[src/rtl/usr_pkg.sv]
// Shared mode encoding for the universal shift register and its stage cells.
package usr_pkg;
    localparam logic [1:0] MODE_HOLD = 2'b00;
    localparam logic [1:0] MODE_UP   = 2'b01;
    localparam logic [1:0] MODE_DOWN = 2'b10;
    localparam logic [1:0] MODE_LOAD = 2'b11;

    typedef logic [1:0] mode_t;
endpackage

[src/rtl/usr_stage.sv]
// One WIDTH-bit storage stage with a hold/up/down/load next-value mux.
// Latency 1 clock; no backpressure, i_en=0 freezes the stage.
module usr_stage
    import usr_pkg::*;
#(
    parameter int WIDTH = 8
) (
    input  logic             i_clk,
    input  logic             i_rst,
    input  logic             i_en,
    input  mode_t            i_mode,
    input  logic [WIDTH-1:0] i_up_dat,
    input  logic [WIDTH-1:0] i_dn_dat,
    input  logic [WIDTH-1:0] i_ld_dat,
    output logic [WIDTH-1:0] o_q
);
    logic [WIDTH-1:0] r_q;
    logic [WIDTH-1:0] w_next;

    always_comb begin
        w_next = r_q;
        case (i_mode)
            MODE_HOLD: w_next = r_q;
            MODE_UP:   w_next = i_up_dat;
            MODE_DOWN: w_next = i_dn_dat;
            MODE_LOAD: w_next = i_ld_dat;
            default:   w_next = r_q;
        endcase
    end

    always_ff @(posedge i_clk) begin
        if (i_rst) begin
            r_q <= '0;
        end else if (i_en) begin
            r_q <= w_next;
        end
    end

    assign o_q = r_q;
endmodule

[src/rtl/universal_shift_register.sv]
// DEPTH x WIDTH shift/rotate/load register bank with a saturating fill counter.
// Latency 1 clock; no backpressure, en=0 freezes all state.
module universal_shift_register
    import usr_pkg::*;
#(
    parameter  int WIDTH = 8,
    parameter  int DEPTH = 4,
    localparam int CW    = $clog2(DEPTH + 1)
) (
    input  logic                   clk,
    input  logic                   rst,
    input  logic                   en,
    input  logic [1:0]             mode,
    input  logic                   rotate,
    input  logic [WIDTH-1:0]       sin_lo,
    input  logic [WIDTH-1:0]       sin_hi,
    input  logic [WIDTH*DEPTH-1:0] pload,
    output logic [WIDTH*DEPTH-1:0] q,
    output logic [WIDTH-1:0]       sout_hi,
    output logic [WIDTH-1:0]       sout_lo,
    output logic [CW-1:0]          count,
    output logic                   full
);
    localparam logic [CW-1:0] C_DEPTH = CW'(DEPTH);

    logic [WIDTH-1:0] w_stage [DEPTH];
    logic [WIDTH-1:0] w_up    [DEPTH];
    logic [WIDTH-1:0] w_dn    [DEPTH];
    logic [CW-1:0]    r_count;
    logic [CW-1:0]    w_count_nxt;

    for (genvar i = 0; i < DEPTH; i++) begin : g_stage
        // End stages take either the wrapped opposite end or the serial input.
        if (i == 0) begin : g_up_end
            assign w_up[i] = rotate ? w_stage[DEPTH-1] : sin_lo;
        end else begin : g_up_mid
            assign w_up[i] = w_stage[i-1];
        end

        if (i == DEPTH - 1) begin : g_dn_end
            assign w_dn[i] = rotate ? w_stage[0] : sin_hi;
        end else begin : g_dn_mid
            assign w_dn[i] = w_stage[i+1];
        end

        usr_stage #(.WIDTH(WIDTH)) u_stage (
            .i_clk    (clk),
            .i_rst    (rst),
            .i_en     (en),
            .i_mode   (mode),
            .i_up_dat (w_up[i]),
            .i_dn_dat (w_dn[i]),
            .i_ld_dat (pload[i*WIDTH +: WIDTH]),
            .o_q      (w_stage[i])
        );

        assign q[i*WIDTH +: WIDTH] = w_stage[i];
    end

    // Rotation recirculates existing data, so only serial shifts add fill.
    always_comb begin
        w_count_nxt = r_count;
        case (mode)
            MODE_LOAD: w_count_nxt = C_DEPTH;
            MODE_UP, MODE_DOWN: begin
                if (!rotate && (r_count != C_DEPTH)) begin
                    w_count_nxt = r_count + CW'(1);
                end
            end
            default:   w_count_nxt = r_count;
        endcase
    end

    always_ff @(posedge clk) begin
        if (rst) begin
            r_count <= '0;
        end else if (en) begin
            r_count <= w_count_nxt;
        end
    end

    assign count   = r_count;
    assign full    = (r_count == C_DEPTH);
    assign sout_hi = w_stage[DEPTH-1];
    assign sout_lo = w_stage[0];
endmodule

[config.mk]
export PLATFORM = sky130hd
export DESIGN_NAME = universal_shift_register
export DESIGN_NICKNAME = d
export VERILOG_FILES = /design/src/rtl/usr_pkg.sv /design/src/rtl/usr_stage.sv /design/src/rtl/universal_shift_register.sv
export SDC_FILE = /design/constraint.sdc
export NUM_CORES = 1
export LEC_CHECK = 0
export ABC_AREA = 1
export BUFFER_PORTS_ARGS = -buffer_cell sky130_fd_sc_hd__buf_4
export CAP_MARGIN = 0
export CELL_PAD_IN_SITES_DETAIL_PLACEMENT = 1
export CELL_PAD_IN_SITES_GLOBAL_PLACEMENT = 2
export CORE_MARGIN = 10
export CORE_UTILIZATION = 20
export DETAILED_ROUTE_END_ITERATION = 10
export GPL_TIMING_DRIVEN = 0
export PLACE_DENSITY_LB_ADDON = 0.1
export SLEW_MARGIN = 10
export SYNTH_ARGS = -nofsm -noshare
export SYNTH_HDL_FRONTEND = slang
export SYNTH_SLANG_ARGS = --single-unit
[constraint.sdc]
create_clock -name clk -period 1.2 [get_ports clk]
set_input_delay 0.06 -clock clk [delete_from_list [all_inputs] [get_ports clk]]
set_output_delay 0.06 -clock clk [all_outputs]
set_load 0.005 [all_outputs]
==> impl_metrics.tcl, run 1 <==
set metrics [dict create \
    status "finished clean" \
    ios 106 \
    row_count 38 \
    die-area_um2 15500 \
    slowest_delay_ns 0.36 \
    pre_cts_ws_ns -0.241 \
    cts_buffers 5 \
    antenna_found_initial 0 \
    grt_pass1_vias 2806 \
    synth.yosys.seq_area_share_pct 32.0 \
    root_buffer "clkbuf_8" \
    syn_nets 404 \
    whs_path_depth 5 \
    synth.area.top_cells "dfxtp_1 (32%), nand2_1 (17%), a21oi_1 (9.6%), o21ai_0 (9.1%), nor2_1 (7.7%)" \
    r2r-start "count[1]" \
    min_path_type "input port to flop" \
    vdd_drop_max_uv 405 \
    fillCellCount 1371 \
    multi_input_area_um2 1240 \
    cts_hold_buf 0 \
    finalSetupViolCount 0 \
    fin_crit_ns 1.15 \
    regArea_um2 706 \
    tightestPinTransition_ns 0.586 \
    core_um2 10800 \
    timing.rr.end "count[0]" \
    via_count 2623 \
    maxSlewViolCount 0 \
    worstHoldEndpoint "g_stage[3].u_stage.o_q[7]" \
    clock_path_buffers 2 \
    drt_iter0_drc 92 \
    synth_top_area_share_pct 32.0 \
    place_area_um2 3150 \
    antenna_cells 0 \
    overflow 0 \
    first_pass_iters 4 \
    clock_latency_ns 0.29 \
    hpwl_um 8180 \
    cp_cell_sequence "inv_2 > ha_4 > nand2_2 > nand2_2 > nand2_4 > buf_4 > a21oi_2 > nor2_1" \
    crit_arrival_ns 1.34 \
    cp_top_family "flip-flops" \
    powerDensity_nw_per_um2 1030 \
    crit_path_frequent_cell "nand2_2" \
    cp_slowest_cell "dfxtp_4" \
    areaGrowthSynthToFinish_pct 51.4 \
    ys_seq_elements 35 \
    cts.sinks 35 \
    hold_viol 0 \
    netlist_area_um2 2190 \
    start_util_pct 20.3 \
    clk_pin_slew_ns 0.08 \
    critPathBufInv 2 \
    path_max_fanout 5 \
    r2r_cells 8 \
    ys_warn_count 0 \
    min_period_over_period_pct 95.9 \
    drt-vias-per-instance 4.36 \
    htreeDepth 2 \
    synth_top_cell_by_area "dfxtp_1" \
    drt_wl_total_um 11200 \
    gp_congestion 0.740 \
    grt_use_total_pct 13.8 \
    max_cap_viol_count 0 \
    nets 519 \
    die_width_um 125 \
    ys_types 18 \
    cp.required_ns 1.39 \
    grt_pass1_wl_um 17000 \
    cts_tree "yes" \
    end_kind "flop" \
    drcViolationCount 0 \
    r2r_slack_ns 0.05 \
    io_buffers 105 \
    postSynthCellCount 345 \
    grt_max_degree 11 \
    fmax_ghz 0.869 \
    antenna_left 0 \
    tns_ns 0 \
    routedWlPerCell_um 18.7 \
    cp-start-kind "flop" \
    clock_skew_ns 0.00356 \
    holdCritStartpoint "pload[31]" \
    die_y_um 125 \
    cellLeakagePower_nw 1.65 \
    syn_avg_cell_area_um2 6.35 \
    drive_gt1_share_pct 37.3 \
    setup_slack_ns 0.0488 \
    relSlewSlack_pct 61.0 \
    worstSetupPathType "flop to flop" \
    final_cell_area_um2 3310 \
]
-- Yosys cell counts --
library cell	instances
clkbuf_1	4
nor2_1	45
dfxtp_1	35
nor2_2	2
a21oi_1	42
inv_2	1
nor2_4	1
clkbuf_2	1
o21ai_0	40
nand3_1	11
or2_2	8
buf_4	22
buf_6	1
inv_1	10
buf_2	9
nand2_1	100
o211ai_1	8
ha_1	5
-- flip-flops by register name (all words and copies together), names as in the netlist --
signal and flops:
count 3, g_stage.u_stage.o_q 32
-- worst max path at each step --
stage	startpoint	to	slack (ns)	depth (start not counted)
floorplan	count[0]	count[2]	0.06	8
finish	count[1]	count[0]	0.05	8
global route	count[1]	count[2]	-0.03	9
CTS	count[1]	full	0.001	5
detailed placement	mode[0]	g_stage[3].u_stage.o_q[7]	-0.24	8
global placement	mode[0]	g_stage[1].u_stage.o_q[0]	-0.22	7
-- layout by cell type, fill, tap and decap left out --
master / count
buf_4: 130
nand2_1: 96
nor2_1: 45
a21oi_1: 41
o21ai_0: 40
dfxtp_1: 33
nand3_1: 11
buf_2: 9
inv_1: 8
or2_2: 8
o211ai_1: 8
clkbuf_8: 7
ha_1: 4
inv_2: 3
nand2_2: 3
clkbuf_2: 3
clkbuf_1: 3
nor2_2: 2
nor2_4: 1
buf_6: 1
nand2_4: 1
a21oi_2: 1
ha_4: 1
dfxtp_2: 1
dfxtp_4: 1
-- worst min-delay path: stages --
cell     delay (ns)
buf_4          0.07
nand2_1        0.04
nand3_1        0.07
nor2_1         0.04
nor2_1         0.06
-- layout make-up --
class,instances,area share (%)
plain buffers,37,7.36
clock buffers,8,3.02
inverters,11,1.25
multi-input cells,262,37.3
flip-flops and latches,35,21.3
well taps,140,5.29
repair buffers,108,24.5
-- timing repair --
item                       CTS  global route
pin swaps                    0             2
resized for setup            3            14
setup buffers                1             2
setup endpoints to repair    4            23
-- logic make-up (layout without fill, tap and decap cells) --
| group | count (synthesis) | in the layout | synth area share [%] |
|---|---|---|---|
| AO/OA/AOI/OAI | 90 | 90 | 21.5 |
| buffers and inverters | 48 | 164 | 12.9 |
| adder cells (fa/ha/maj) | 5 | 5 | 2.86 |
| flip-flops | 35 | 35 | 32.0 |
| AND/OR/NAND/NOR | 167 | 167 | 30.7 |
-- metrics by stage --
stage / power (mW) / util [%] / hold WS, ns / cells
after floorplan: 1.84 / - / 0.283 / 345
after global placement: 2.41 / 29.2 / 0.389 / 590
after detailed placement: 2.42 / 29.2 / 0.390 / 590
after CTS: 3.44 / 30.3 / 0.0839 / 599
after global routing: 3.64 / 30.7 / 0.112 / 601
final: 3.41 / 30.7 / 0.0842 / 601
-- routing by layer --
metal / vias up / GRT usage (%) / routed length [µm]
li1: 1333 / - / -
met2: 65 / 23.8 / 5450
met3: 8 / 3.62 / 508
met5: - / 0 / 0
met4: 0 / 2.33 / 88
met1: 1217 / 17.1 / 5180
-- power breakdown --
| part | switching (mW) | internal (mW) |
|---|---|---|
| clock network | 0.481 | 0.526 |
| registers | 0.119 | 1.26 |
| logic | 0.504 | 0.525 |
| total | 1.10 | 2.31 |
(Power assumes the default switching activity.)
==> run 2, diff against run 1 <==
==> constraint.sdc (replaced) <==
create_clock -name clk -period 1.2 [get_ports clk]
set_input_delay 0.12 -clock clk [delete_from_list [all_inputs] [get_ports clk]]
set_output_delay 0.12 -clock clk [all_outputs]
set_load 0.005 [all_outputs]
==> run 2 against run 1 <==
Combinational power is essentially flat. Setup slack lost 0.031 ns. Largest cell class unchanged. Routed wire length is essentially flat. Highest routed layer unchanged.
==> impl_metrics.tcl, run 2 (same netlist as run 1, synthesis figures left out) <==
set metrics [dict create \
    grt_pass1_vias 2810 \
    areaGrowthSynthToFinish_pct 51.1 \
    critPathBufInv 3 \
    drt_iter0_drc 93 \
    max_cap_viol_count 0 \
    end_kind "output pin" \
    cts.sinks 35 \
    drt_wl_total_um 11200 \
    root_buffer "clkbuf_8" \
    die_width_um 125 \
    hpwl_um 8180 \
    antenna_found_initial 0 \
    clock_latency_ns 0.29 \
    pwr-share-comb_pct 30.0 \
    cp_cell_sequence "inv_2 > ha_4 > nand2_2 > inv_1 > buf_4" \
    cts_tree "yes" \
    tightestPinTransition_ns 0.594 \
    cts_hold_buf 0 \
    nets 520 \
    clock_path_buffers 2 \
    routedWlPerCell_um 18.6 \
    overflow 0 \
    power.internal_mw 2.31 \
    cp-start-kind "flop" \
    fin_crit_ns 1.18 \
    switching_share_pct 32.4 \
    drt-vias-per-instance 4.34 \
    maxSlewViolCount 0 \
    cp.required_ns 1.08 \
    clock_skew_ns 0.00140 \
    slowest_delay_ns 0.35 \
    grt_setup_unrepaired "yes" \
    row_count 38 \
    power_frac_clock_pct 29.7 \
    cellLeakagePower_nw 1.65 \
    dp_cells 590 \
    status "finished clean" \
    p_switching_mw 1.11 \
    antenna_left 0 \
    powerDensity_nw_per_um2 1030 \
    die_y_um 125 \
    tns_ns 0 \
    relSlewSlack_pct 60.4 \
    via_count 2615 \
    drcViolationCount 0 \
    cts_buffers 5 \
    gp_congestion 0.740 \
    worstSetupPathType "flop to output pin" \
    core_um2 10800 \
    p_seq_share_pct 40.2 \
    setup_slack_ns 0.0173 \
    min_period_over_period_pct 98.6 \
    cp_slowest_cell "dfxtp_2" \
    htreeDepth 2 \
    drive_gt1_share_pct 37.0 \
    fmax_ghz 0.846 \
    fillCellCount 1368 \
    finalNonFillerCells 602 \
    grt_max_degree 11 \
    pre_cts_ws_ns -0.301 \
    mostFrequentLayoutCells "buf_4 (131), nand2_1 (97), nor2_1 (45)" \
    clk_pin_slew_ns 0.08 \
    largest_reg_flops 32 \
    antenna_cells 0 \
    io_buffers 105 \
    cp_top_family "flip-flops" \
    path_max_fanout 2 \
    min_path_type "input port to flop" \
    final_core_util_pct 30.7 \
    start_util_pct 20.3 \
    grt_use_total_pct 13.9 \
    grt_pass1_wl_um 17100 \
    first_pass_iters 4 \
    die-area_um2 15500 \
    vdd_drop_max_uv 411 \
    ios 106 \
    hold_viol 0 \
    finalSetupViolCount 0 \
    crit_arrival_ns 1.06 \
    final_common_cell "buf_4" \
]
## run 2: changes by cell type in the layout (fill, tap and decap cells not counted)
cell / change
a21oi_1: +1
a21oi_2: -1
buf_4: +1
dfxtp_2: +1
dfxtp_4: -1
nand2_1: +1
nand2_4: -1
## run 2: power by group through the flow
stage	combinational, mW	sequential (mW)	clock [mW]
after global placement	1.00	1.40	0
final	1.03	1.37	1.01
after global routing	1.15	1.40	1.09
after floorplan	0.464	1.38	0
after detailed placement	1.01	1.40	0
after CTS	1.04	1.37	1.04
## run 2: tightest hold or removal path, cell delays in order
cell and delay (ns):
buf_4 0.07, nand2_1 0.04, nand3_1 0.07, nor2_1 0.04, nor2_1 0.06
## run 2: final timing paths
path / cells past startpoint / end / slack, ns / start
worst max-delay path: 5 / full / 0.02 / count[0]
worst min-delay path: 5 / g_stage[3].u_stage.o_q[7] / 0.14 / pload[31]
worst max register to register: 8 / count[0] / 0.04 / count[0]
worst min register to register: 2 / g_stage[2].u_stage.o_q[5] / 0.58 / g_stage[1].u_stage.o_q[5]
## run 2: through the flow
step                      instance area, µm²  hold WS, ns  power (mW)
after global routing                    3310        0.172        3.63
final                                   3310        0.145        3.42
after CTS                               3290        0.144        3.45
after floorplan                         2190        0.343        1.84
after detailed placement                3150        0.450        2.42
after global placement                  3150        0.449        2.41
## run 2: cell type report
type | count | area (µm²) | share of cell area, %
Multi-Input combinational cell | 262 | 1230 | 37.1
Sequential cell | 35 | 703 | 21.3
Buffer | 37 | 244 | 7.38
Inverter | 11 | 41.3 | 1.25
Timing Repair Buffer | 109 | 818 | 24.7
Tap cell | 140 | 175 | 5.30
Clock buffer | 8 | 100 | 3.03
## run 2: what timing repair did
item                                    in CTS  in global routing
gates resized for setup                      6                  7
endpoints found under the setup margin       4                 23
pin swaps                                    0                  1
hold endpoints to repair                     0                  0
buffers inserted                             2                  2
## run 2: per-layer routing
layer | global-route usage [%] | routed length, µm
met5 | 0 | 0
met2 | 23.8 | 5430
met3 | 3.62 | 489
met1 | 17.2 | 5210
met4 | 2.33 | 92
